--- src/rtl/phase_interp_pkg.sv ---
// Shared definitions for the phase interpolator controller.
//   pi_state_t         : controller FSM states (IDLE / SLEW / SETTLE)
//   HALF_TURN_POSITIVE : direction chosen when the target is exactly half a
//                        turn away (1 = step upwards, 0 = step downwards)
package phase_interp_pkg;

    typedef enum logic [1:0] {
        IDLE   = 2'd0,
        SLEW   = 2'd1,
        SETTLE = 2'd2
    } pi_state_t;

    localparam logic HALF_TURN_POSITIVE = 1'b1;

endpackage

--- src/rtl/pi_slew_step.sv ---
// One slew step of the phase code toward a target along the shortest path
// around the circle of 2^CODE_W codes. Purely combinational.
//   cur    : current applied phase code
//   target : requested phase code
//   next   : code to apply on the next cycle (target itself once within reach)
//   done   : target is within MAX_STEP of cur, so next == target
module pi_slew_step
    import phase_interp_pkg::*;
#(
    parameter int CODE_W   = 9,
    parameter int MAX_STEP = 4
) (
    input  logic [CODE_W-1:0] cur,
    input  logic [CODE_W-1:0] target,
    output logic [CODE_W-1:0] next,
    output logic              done
);

    localparam logic [CODE_W-1:0] STEP    = CODE_W'(MAX_STEP);
    localparam logic [CODE_W:0]   MAX_MAG = (CODE_W+1)'(MAX_STEP);
    localparam logic [CODE_W-1:0] HALF    = {1'b1, {(CODE_W-1){1'b0}}};

    logic [CODE_W-1:0] diff;
    logic [CODE_W:0]   diff_ext;
    logic [CODE_W:0]   mag;
    logic              go_down;

    always_comb begin
        // Modular difference, read as a signed CODE_W-bit value.
        diff     = target - cur;
        // One extra bit so the magnitude of the most negative value fits.
        diff_ext = {diff[CODE_W-1], diff};
        mag      = diff_ext[CODE_W] ? -diff_ext : diff_ext;
        // Exact half turn is ambiguous; the package constant picks a side.
        go_down  = diff[CODE_W-1] && !((diff == HALF) && HALF_TURN_POSITIVE);
        done     = (mag <= MAX_MAG);
        if (done) begin
            next = target;
        end else if (go_down) begin
            next = cur - STEP;
        end else begin
            next = cur + STEP;
        end
    end

endmodule

--- src/rtl/phase_interpolator_ctrl.sv ---
// Phase interpolator controller: a phase accumulator plus a slew-limited
// phase offset produce NUM_CLK equally spaced recovered clocks, with two
// divide-by-2 clocks derived from the edges of recovered_clock[0].
//   clk, rst_n        : sole clock, asynchronous active-low reset
//   enable            : advance the accumulator by freq_word each clk
//   freq_word         : accumulator increment
//   phase_shift/_valid/_ready : target code handshake; a target is taken on a
//                       clk edge where valid and ready are both high. ready is
//                       high only while idle; valid offered at other times is
//                       dropped, not queued.
//   phase_code        : currently applied code
//   locked            : applied code equals target and settling is over
//   recovered_clock   : interpolated clocks, registered
//   data_clock        : toggles after each rising edge of recovered_clock[0]
//   phase_clock       : toggles after each falling edge of recovered_clock[0]
module phase_interpolator_ctrl
    import phase_interp_pkg::*;
#(
    parameter int FINE_BITS  = 7,
    parameter int CODE_W     = FINE_BITS + 2,
    parameter int NUM_CLK    = 4,
    parameter int MAX_STEP   = 4,
    parameter int SETTLE_CYC = 8
) (
    input  logic               clk,
    input  logic               rst_n,
    input  logic               enable,
    input  logic [CODE_W-1:0]  freq_word,
    input  logic [CODE_W-1:0]  phase_shift,
    input  logic               phase_shift_valid,
    output logic               phase_shift_ready,
    output logic [CODE_W-1:0]  phase_code,
    output logic               locked,
    output logic [NUM_CLK-1:0] recovered_clock,
    output logic               data_clock,
    output logic               phase_clock
);

    localparam int SW      = (SETTLE_CYC > 1) ? $clog2(SETTLE_CYC) : 1;
    localparam int SPACING = (2 ** CODE_W) / NUM_CLK;
    localparam logic [SW-1:0] SETTLE_LAST = SW'(SETTLE_CYC - 1);

    pi_state_t         state, state_next;
    logic [SW-1:0]     cnt, cnt_next;
    logic [CODE_W-1:0] acc;
    logic [CODE_W-1:0] cur_code, code_next;
    logic [CODE_W-1:0] target, target_next;
    logic [CODE_W-1:0] step_next;
    logic              step_done;
    logic              ready_q;
    logic              locked_q;
    logic              rc0_prev;
    logic [NUM_CLK-1:0] rc_next;

    function automatic logic phase_msb(input logic [CODE_W-1:0] a,
                                       input logic [CODE_W-1:0] b,
                                       input logic [CODE_W-1:0] c);
        logic [CODE_W-1:0] s;
        s = a + b + c;
        return s[CODE_W-1];
    endfunction

    pi_slew_step #(
        .CODE_W   (CODE_W),
        .MAX_STEP (MAX_STEP)
    ) u_step (
        .cur    (cur_code),
        .target (target),
        .next   (step_next),
        .done   (step_done)
    );

    // Next-state and datapath control.
    always_comb begin
        state_next  = state;
        cnt_next    = cnt;
        target_next = target;
        code_next   = cur_code;
        case (state)
            IDLE: begin
                if (phase_shift_valid && ready_q) begin
                    target_next = phase_shift;
                    cnt_next    = '0;
                    state_next  = (phase_shift == cur_code) ? SETTLE : SLEW;
                end
            end
            SLEW: begin
                code_next = step_next;
                if (step_done) begin
                    cnt_next   = '0;
                    state_next = SETTLE;
                end
            end
            SETTLE: begin
                if (cnt == SETTLE_LAST) begin
                    cnt_next   = '0;
                    state_next = IDLE;
                end else begin
                    cnt_next = cnt + SW'(1);
                end
            end
            default: begin
                state_next = IDLE;
                cnt_next   = '0;
            end
        endcase
    end

    always_ff @(posedge clk or negedge rst_n) begin
        if (!rst_n) begin
            state    <= IDLE;
            cnt      <= '0;
            target   <= '0;
            cur_code <= '0;
            ready_q  <= 1'b0;
            locked_q <= 1'b0;
        end else begin
            state    <= state_next;
            cnt      <= cnt_next;
            target   <= target_next;
            cur_code <= code_next;
            // Both flags track "FSM is idle", but stay low while in reset.
            ready_q  <= (state_next == IDLE);
            locked_q <= (state_next == IDLE);
        end
    end

    always_ff @(posedge clk or negedge rst_n) begin
        if (!rst_n) begin
            acc <= '0;
        end else if (enable) begin
            acc <= acc + freq_word;
        end
    end

    // Each output clock is the MSB of accumulator + code + its fixed offset.
    for (genvar k = 0; k < NUM_CLK; k++) begin : g_rc
        assign rc_next[k] = phase_msb(acc, cur_code, CODE_W'(k * SPACING));
    end

    always_ff @(posedge clk or negedge rst_n) begin
        if (!rst_n) begin
            recovered_clock <= '0;
            rc0_prev        <= 1'b0;
            data_clock      <= 1'b0;
            phase_clock     <= 1'b0;
        end else begin
            recovered_clock <= rc_next;
            rc0_prev        <= recovered_clock[0];
            if (recovered_clock[0] && !rc0_prev) begin
                data_clock <= ~data_clock;
            end
            if (!recovered_clock[0] && rc0_prev) begin
                phase_clock <= ~phase_clock;
            end
        end
    end

    assign phase_shift_ready = ready_q;
    assign locked            = locked_q;
    assign phase_code        = cur_code;

endmodule

--- config.mk ---
export PLATFORM = sky130hd
export DESIGN_NAME = phase_interpolator_ctrl
export DESIGN_NICKNAME = d
export VERILOG_FILES = /design/src/rtl/phase_interp_pkg.sv /design/src/rtl/pi_slew_step.sv /design/src/rtl/phase_interpolator_ctrl.sv
export SDC_FILE = /design/constraint.sdc
export NUM_CORES = 1
export LEC_CHECK = 0
export CAP_MARGIN = 25
export CORE_ASPECT_RATIO = 0.9
export CORE_MARGIN = 2
export CORE_UTILIZATION = 35
export CTS_CLUSTER_DIAMETER = 80
export DETAILED_ROUTE_END_ITERATION = 10
export PLACE_DENSITY = 0.59
export SLEW_MARGIN = 30
export SYNTH_ARGS = -nofsm -noshare
export SYNTH_HDL_FRONTEND = slang
export SYNTH_HIERARCHICAL = 1
export SYNTH_SLANG_ARGS = --single-unit
export TNS_END_PERCENT = 1
--- constraint.sdc ---
create_clock -name clk -period 11.5 [get_ports clk]
set_clock_uncertainty 0.15 [all_clocks]
set_input_delay 3.45 -clock clk [delete_from_list [all_inputs] [get_ports clk]]
set_output_delay 3.45 -clock clk [all_outputs]
set_load 0.05 [all_outputs]
==> results.md, run 1 <==
* Slowest cell delay on critical path at ~410 ps
* R2R cell count at 20
* Die Area at roughly 0.01 mm^2
* Final cell count without fillers at about 480
* Most used cell, CP: a21oi_1
* CTS root buf: clkbuf_8
* Most used DFF post-synth: dfrtp_1
* CP Cell Sequence: clkdlybuf4s50_1 > ha_1 > fa_1 > a21oi_1 > o221ai_1 > a21oi_1 > mux2i_1 > o32ai_1
* RSZ-0062 raised after global routing: no
* Area grow syn2layout at 18.8%
* Crit path time final at about 5500 ps
* Post_cts resized at 0
* Util after Layout at a little over two fifths
* Worst r2r dst: phase_code[8]$_DFFE_PN0N_
* # hold bufs at CTS at 0
* Buf+Inv Stages, Crit Path at 1
* Iter 0 DRT Violations at 92
* Fill count at 888
* Setup CP Type: in2reg
* EDFF count, synth at 0
* Setup violations, final at 0
* Final ANT Viol Nets at 0
* Global route overflow at 0
* CTS tree: done
* Hold Crit Start: recovered_clock[0]$_DFF_PN0_
* Num CTS Buffers at 5
* Hold endpoint: rc0_prev$_DFF_PN0_
* Setup crit start kind: primary input
* Fin. max-slew vios at 0
* Hold Crit Class: reg2reg
* Clk_lat worst skew at roughly 290 ps
* Syn nets at approximately 370
* Hold path cells at 0
* Setup TNS at 0 ps
* # rows at 33
* Final nets at just over 400
* Post-CTS setup buffer count at 0
* Run status: finished clean
* Placed cell count at 470
* RD Place Congestion at 0.884
* Vias per cell at 4.96
* Synth warn at 6
* Initial antenna violation count at 0
* Nature of the critical path endpoint: register
* Crit path DAT at 5520 ps
* #FFs+latches synth at 40
* Longest Clk Path Bufs at 2
* Global-route wire length before repair at between 10 and 15 mm
* Syn Inst Count at 316
* Global Route Usage Sum at between 10 and 15%
* Cell variety after synth at 57
* Hold Fails Final Rpt at 0
* Family with the most delay on the worst path: compound AO/OA/AOI/OAI gates
* WP data required at about 12000 ps
* Vias at between 2k and 2.5k
* # IOs at 39
* HPWL Detailed at 5.39 mm
* Final worst-path cycle share at between 40 and 50%
* Reg-to-reg slack, setup at ~6500 ps
* Largest net degree at the start of global routing at about 40
* WL per Instance at 14.3 um
* Core Region at 0.00908 mm^2
* Clock transition at path regs at ~80 ps
* Vias in the first global route at around 2.3k
* Syn Std Cell Area at between 0.003 and 0.004 mm^2
* Slew HR at 45.3%
* Port-buffer cells at 38
* Die W at 106 um
* Layout cells sized above 1 at between 10% and 20%
* Footprint of the multi-input gates at between 0.002 and 0.0025 mm^2
* Slowest-stage cell, CP: fa_1
* Worst setup path start: freq_word[0]
* Syn_area_per_cell at ~10 um^2
* Worst Max-Slew Pin Slew at 816 ps
* Asr flop ratio synth at 100%
* Ant. Diodes at 0
* Die Y at between 90 and 100 um
* Reg area at about 0.001 mm^2
* RR Startpoint: phase_code[0]$_DFFE_PN0N_
* Clk sinks at 40
* Routed wire length at 6.84 mm
* H-tree lvl count at 2
* DRC at 0
* Max Cap Viol at 0
* Pre-antenna DRT Iters at 4
* Register area share after synthesis at between 30% and 40%
* Worst Path Max Fanout at 3
* Maximum clock rate at ~180 MHz
* Initial Util at 35.8%
[routing by layer]
| layer | routed length [um] | track usage [%] | part of all wire (%) |
|---|---|---|---|
| met1 | 3680 | 21.8 | 54 |
| met2 | 2850 | 21.3 | 42 |
| met3 | 217 | 2.60 | 3.2 |
| met4 | 95 | 3.40 | 1.4 |
| met5 | 0 | 0 | 0 |
[flip-flops by register name, summed over array words and instances (netlist names)]
signal / count
acc: 9
phase_code: 9
target: 9
recovered_clock: 4
cnt: 3
state: 2
data_clock: 1
locked: 1
phase_clock: 1
rc0_prev: 1
[final cells by class]
| type | instances | share of cell area, % |
|---|---|---|
| multi-input cells | 244 | 54.6 |
| flip-flops and latches | 40 | 25.9 |
| repair buffers | 39 | 9.98 |
| well taps | 122 | 3.95 |
| inverters | 25 | 2.43 |
| clock buffers | 6 | 2.14 |
| clock inverters | 2 | 1.00 |
[worst register-to-register path: stages, from the launching register on]
cell and delay (ps):
dfrtp_1 500, ha_1 230, inv_1 60, fa_1 440, a211o_1 350, mux2i_1 130
and3_1 220, o21ai_2 200, nor2_1 60, a31oi_1 630, inv_1 130, fa_1 440
nor2b_1 120, o21ai_0 110, a21oi_1 220, o21ai_0 110, nand2b_1 90, xnor2_1 130
xnor2_1 80, mux2_4 280, mux2_2 260
[Yosys cell counts, drive strengths merged, types with 7 or more instances]
library cell  number  area, um^2
dfrtp             40        1000
mux2              31         379
ha                30         375
xnor2             26         235
inv               25        93.8
a21oi             21         131
nand2             13        48.8
o21ai             13        68.8
nor2              11        41.3
xor2              11         111
buf                7        50.1
nand2b             7        43.8
[logic make-up after synthesis]
group	synth area share, %
compound gates	16.6
xor+xnor	10.7
fa+ha+maj	13.4
buf+inv	4.43
flops	30.8
mux	12.6
simple gates	11.6
[placed cells by master (no fill, tap or decap), drive strengths merged, types with 5 or more instances in the layout]
master and count:
a21o 6, a21oi 21, clkbuf 6, clkdlybuf4s50 37
dfrtp 40, ha 30, inv 25, mux2 31
nand2 13, nand2b 7, nand3 6, nand4 6
nor2 11, nor2b 6, nor3 6, o211ai 5
o21ai 13, xnor2 26, xor2 11
[worst max path at each step]
stage | endpoint | depth (start not counted)
finish | acc[8]$_DFFE_PN0P_ | 8
global route | acc[8]$_DFFE_PN0P_ | 8
CTS | acc[8]$_DFFE_PN0P_ | 8
detailed placement | acc[8]$_DFFE_PN0P_ | 8
global placement | acc[8]$_DFFE_PN0P_ | 8
floorplan | acc[8]$_DFFE_PN0P_ | 7
[stage by stage]
stage | cell area [um^2] | hold WS (ps) | worst slack, ps
after global placement | 3730 | 255 | 5760
after detailed placement | 3730 | 258 | 5720
final | 3860 | 269 | 6010
after floorplan | 3250 | 314 | 6310
after CTS | 3860 | 278 | 6020
after global routing | 3860 | 294 | 5850
Power of run 1 is left out: the tool's default activity adds up to more than one toggle a clock period on the data nets, which glitch-free logic cannot reach.
==> inputs of run 2 (changes only) <==
--- a/config.mk
+++ b/config.mk
@@ -11,7 +11,7 @@
 export CORE_UTILIZATION = 35
 export CTS_CLUSTER_DIAMETER = 80
 export DETAILED_ROUTE_END_ITERATION = 10
-export PLACE_DENSITY = 0.59
+export PLACE_DENSITY = 0.61
 export SLEW_MARGIN = 30
 export SYNTH_ARGS = -nofsm -noshare
 export SYNTH_HDL_FRONTEND = slang
==> constraint.sdc (replaced) <==
create_clock -name clk -period 4.8 [get_ports clk]
set_clock_uncertainty 0.15 [all_clocks]
set_input_delay 1.44 -clock clk [delete_from_list [all_inputs] [get_ports clk]]
set_output_delay 1.44 -clock clk [all_outputs]
set_load 0.05 [all_outputs]
==> run 2 against run 1 <==
Routed wire length increased by 0.58%. Utilization increased by 0.22 points. Worst hold slack improved by 3.1 ps. Critical endpoint is now phase_code[8]$_DFFE_PN0N_. Critical path depth increased by 10. Worst setup slack got worse by 5700 ps. Global-route usage increased by 0.35 points. Flip-flop and latch count unchanged. Die area unchanged.
==> results.md, run 2 (synthesis gave the netlist of run 1 again) <==
* CTS root buf: clkbuf_8
* Fin area at between 0.003 and 0.004 mm^2
* Die Y at 95.4 um
* Commonest non-fill, non-tap cells in the layout: dfrtp_1, clkdlybuf4s50_1, ha_1
* Setup violations, final at 0
* Fill count at about 880
* Final ANT Viol Nets at 0
* Buf+Inv Stages, Crit Path at 1
* Final nets at 413
* Family with the most delay on the worst path: compound AO/OA/AOI/OAI gates
* Fin. max-slew vios at 0
* Slowest-stage cell, CP: dfrtp_1
* Slowest cell delay on critical path at roughly 460 ps
* Global-route wire length before repair at roughly 12 mm
* Crit path DAT at 4520 ps
* Setup crit start kind: register
* Clk_lat worst skew at ~290 ps
* Global Route Usage Sum at 14.8%
* Maximum clock rate at between 200 and 250 MHz
* Ant. Diodes at 0
* Reg area at roughly 0.001 mm^2
* DP Area at between 0.003 and 0.004 mm^2
* Slew HR at about two fifths
* Post-CTS setup buffer count at 0
* Longest Clk Path Bufs at 2
* Hold Fails Final Rpt at 0
* H-tree lvl count at 2
* # rows at 33
* Initial antenna violation count at 0
* Routed wire length at 6.88 mm
* # hold bufs at CTS at 0
* Num CTS Buffers at 5
* Setup CP Type: reg2reg
* Initial Util at 35.8%
* Largest net degree at the start of global routing at 41
* # IOs at 39
* Area grow syn2layout at 19.4%
* Util after Layout at 42.7%
* CP Cell Sequence: ha_1 > inv_1 > fa_1 > a211o_1 > a31o_1 > a21oi_2 > xor2_2 > a31oi_2 > ha_1 > nor2b_1 > o21ai_0 > a21oi_1 > o21ai_0 > nand2b_1 > xnor2_1 > xnor2_1 > mux2_4 > mux2_2
* RD Place Congestion at between 0.8 and 0.9
* Final worst-path cycle share at between 90% and 100%
* RSZ-0062 raised after global routing: no
* Most common cell after layout, fill and taps aside: dfrtp_1
* WL per Instance at around 14 um
* Reg-to-reg slack, setup at 320 ps
* Die W at 106 um
* Core Region at 0.00908 mm^2
* Clk sinks at 40
* WP data required at 4840 ps
* Nature of the critical path endpoint: register
* Global route overflow at 0
* DRC at 0
* Vias per cell at 5.03
* Port-buffer cells at 38
* Pre-antenna DRT Iters at 4
* Die Area at 0.0101 mm^2
* CTS tree: done
* Worst Max-Slew Pin Slew at 924 ps
* Crit path time final at approximately 4500 ps
* Setup TNS at 0 ps
* Footprint of the multi-input gates at between 0.002 and 0.0025 mm^2
* Max Cap Viol at 0
* Vias at between 2k and 2.5k
* Clock transition at path regs at about 90 ps
* Vias in the first global route at between 2k and 2.5k
* Hold Crit Class: reg2reg
* Iter 0 DRT Violations at 121
* Worst hold slack at ~270 ps
* Worst Path Max Fanout at 6
* Post_cts resized at 0
* Layout cells sized above 1 at ~18%
* Run status: finished clean
* HPWL Detailed at between 5 and 6 mm
==> run 2: changes by cell type in the layout (fill, tap and decap cells not counted) <==
cell,previous run,this run
nor2b_2,1,0
a31oi_2,0,1
buf_4,2,5
clkbuf_8,6,5
clkinv_4,1,0
inv_6,0,1
nor2b_1,5,6
a31oi_1,2,1
clkinvlp_4,0,1
==> run 2: area by class of cell <==
type / count / share of cell area [%]
multi-input combinational: 244 / 54.4
sequential: 40 / 25.8
timing repair buffer: 42 / 10.5
tap: 122 / 3.93
inverter: 25 / 2.42
clock buffer: 5 / 1.77
clock inverter: 3 / 1.19
==> run 2: through the flow <==
step	setup WS, ps	std cells
2_1_floorplan	96.8	316
3_3_place_gp	456	473
3_5_place_dp	330	473
4_1_cts	296	481
5_1_grt	21.3	481
6_report	322	481
==> run 2: final timing paths <==
kind                                               from                         to  depth (start not counted)
max reg2reg                   phase_code[0]$_DFFE_PN0N_  phase_code[8]$_DFFE_PN0N_                         18
min in group asynchronous                         rst_n           locked$_DFF_PN0_                          1
max in group asynchronous                         rst_n         acc[3]$_DFFE_PN0P_                          1
min                        recovered_clock[0]$_DFF_PN0_         rc0_prev$_DFF_PN0_                          0
max                           phase_code[0]$_DFFE_PN0N_  phase_code[8]$_DFFE_PN0N_                         18
min reg2reg                recovered_clock[0]$_DFF_PN0_         rc0_prev$_DFF_PN0_                          0
==> run 2: routing by layer <==
| layer | part of all wire, % | wire, um | global-route usage [%] |
|---|---|---|---|
| met1 | 52 | 3540 | 21.6 |
| met2 | 44 | 3060 | 23.2 |
| met3 | 3.8 | 264 | 3.14 |
| met4 | 0.22 | 15 | 1.64 |
| met5 | 0 | 0 | 0 |
==> run 2: worst register-to-register path, delay by kind of cell (launching register included) <==
| kind | cells | cell delay, ps |
|---|---|---|
| compound gates | 7 | 1420 |
| mux | 2 | 510 |
| flops | 1 | 460 |
| simple gates | 2 | 220 |
| xor+xnor | 3 | 560 |
| buf+inv | 1 | 60 |
| fa+ha+maj | 3 | 1000 |
Power of run 2 is left out for the same reason.
==> inputs of run 3 (changes only) <==
--- a/config.mk
+++ b/config.mk
@@ -8,10 +8,10 @@
 export CAP_MARGIN = 25
 export CORE_ASPECT_RATIO = 0.9
 export CORE_MARGIN = 2
-export CORE_UTILIZATION = 35
+export CORE_UTILIZATION = 50
 export CTS_CLUSTER_DIAMETER = 80
 export DETAILED_ROUTE_END_ITERATION = 10
-export PLACE_DENSITY = 0.61
+export PLACE_DENSITY = 0.81
 export SLEW_MARGIN = 30
 export SYNTH_ARGS = -nofsm -noshare
 export SYNTH_HDL_FRONTEND = slang
==> run 3 against run 2 <==
Flip-flop and latch count unchanged. Global-route usage up 6.4 points. Critical path depth up 3. First-iteration DRC count down 47%. Cell area down 0.90%. Worst hold slack better by 1.8 ps. Via count up 1.7%. Sequential share of layout area up 0.27 points. Routed wire length up 0.76%. Worst setup slack better by 63 ps. Count of clock-buffer cells in the layout unchanged. Critical endpoint unchanged. Largest cell class unchanged.
==> results.md, run 3 (synthesis gave the netlist of run 1 again) <==
* Maximum clock rate at 226 MHz
* Run status: finished clean
* Global Route Usage Sum at about a fifth
* Clk_lat worst skew at just over 300 ps
* Most used cell, CP: inv_1
* Most common cell after layout, fill and taps aside: dfrtp_1
* Final ANT Viol Nets at 0
* Max Cap Viol at 0
* Pre-antenna DRT Iters at 4
* Slowest-stage cell, CP: fa_1
* # IOs at 39
* Slowest cell delay on critical path at around 430 ps
* Slew HR at 36.8%
* Initial antenna violation count at 0
* Clk sinks at 40
* Hold Fails Final Rpt at 0
* HPWL Detailed at ~5.4 mm
* Longest Clk Path Bufs at 2
* CP Cell Sequence: inv_1 > ha_1 > inv_1 > fa_1 > a211o_1 > mux2i_1 > and3_1 > o21ai_2 > nor2_1 > a31oi_2 > inv_1 > fa_1 > nor2b_1 > o21ai_0 > a21oi_1 > o21ai_1 > nand2b_1 > xnor2_1 > xnor2_1 > mux2_4 > mux2_2
* Die W at just under 90 um
* Iter 0 DRT Violations at 64
* Setup CP Type: reg2reg
* Worst Max-Slew Pin Slew at around 950 ps
* DRC at 0
* Layout cells sized above 1 at 18.1%
* Num CTS Buffers at 5
* Vias at about 2.5k
* Fin. max-slew vios at 0
* Ant. Diodes at 0
* Worst hold slack at between 200 and 300 ps
* WL per Instance at 15.5 um
* Vias per cell at between 5 and 6
* Setup TNS at 0 ps
* WP data required at ~4800 ps
* # rows at 27
* Crit path time final at around 4400 ps
* Largest net degree at the start of global routing at between 40 and 50
* Port-buffer cells at 38
* Initial Util at 52.3%
* Reg-to-reg slack, setup at approximately 380 ps
* Final nets at between 400 and 500
* Worst Path Max Fanout at 4
* Crit path DAT at roughly 4500 ps
* Global-route wire length before repair at around 12 mm
* Global route overflow at 0
* RSZ-0062 raised after global routing: no
* Area grow syn2layout at 18.4%
* Nature of the critical path endpoint: register
* Core Region at between 0.006 and 0.007 mm^2
* Fill count at about 530
* Routed wire length at between 6 and 7 mm
* Hold Crit Class: reg2reg
* Setup crit start kind: register
* Die Area at 0.00716 mm^2
* Util after Layout at between 60% and 70%
* CTS root buf: clkbuf_8
* Vias in the first global route at around 2.4k
* # hold bufs at CTS at 0
* Commonest non-fill, non-tap cells in the layout: dfrtp_1, clkdlybuf4s50_1, ha_1
* Setup violations, final at 0
* Die Y at approximately 80 um
* CTS tree: done
* RD Place Congestion at roughly 0.91
* Clock transition at path regs at about 90 ps
* H-tree lvl count at 2
* Final worst-path cycle share at about nine tenths
run 3: worst paths after layout:
| check | startpoint | end | cells after the start |
|---|---|---|---|
| worst max register to register | target[0]$_DFFE_PN0P_ | phase_code[8]$_DFFE_PN0N_ | 21 |
| max in group asynchronous | rst_n | phase_code[0]$_DFFE_PN0N_ | 1 |
| worst max-delay path | target[0]$_DFFE_PN0P_ | phase_code[8]$_DFFE_PN0N_ | 21 |
| worst min-delay path | recovered_clock[0]$_DFF_PN0_ | rc0_prev$_DFF_PN0_ | 0 |
| worst min register to register | recovered_clock[0]$_DFF_PN0_ | rc0_prev$_DFF_PN0_ | 0 |
| min in group asynchronous | rst_n | cnt[0]$_DFFE_PN0P_ | 1 |
run 3: routing by layer:
layer / vias to the layer above / part of all wire [%] / GRT usage [%]
li1: 1219 / - / -
met1: 1179 / 49 / 30.0
met2: 58 / 44 / 32.2
met3: 7 / 5.3 / 5.65
met4: 0 / 1.0 / 5.22
met5: - / 0 / 0
run 3: layout make-up:
type,instances,area [um^2],share of cell area [%]
multi-input cells,244,2110,54.9
flip-flops and latches,40,1000,26.1
repair buffers,43,415,10.8
well taps,87,109,2.83
inverters,25,93.8,2.44
clock buffers,5,68.8,1.79
clock inverters,3,46.3,1.20
run 3: stage by stage:
stage	cells	area, um^2	setup WS [ps]
finish	447	3850	385
global route	447	3850	67.7
CTS	446	3830	279
detailed placement	438	3710	293
global placement	438	3710	518
floorplan	316	3250	96.8
run 3: critical path, delay by kind of cell (launching register included):
kind / cells / cell delay (ps)
compound gates: 6 / 1180
fa+ha+maj: 3 / 990
xor+xnor: 2 / 250
flops: 1 / 400
simple gates: 4 / 490
buf+inv: 3 / 190
mux: 3 / 640
run 3: timing repair:
| item | CTS | global route |
|---|---|---|
| setup endpoints to repair | 0 | 1 |
| hold endpoints to repair | 0 | 0 |
| setup buffers | 0 | 1 |
| gates resized for setup | 0 | 3 |
Power of run 3 is left out for the same reason.
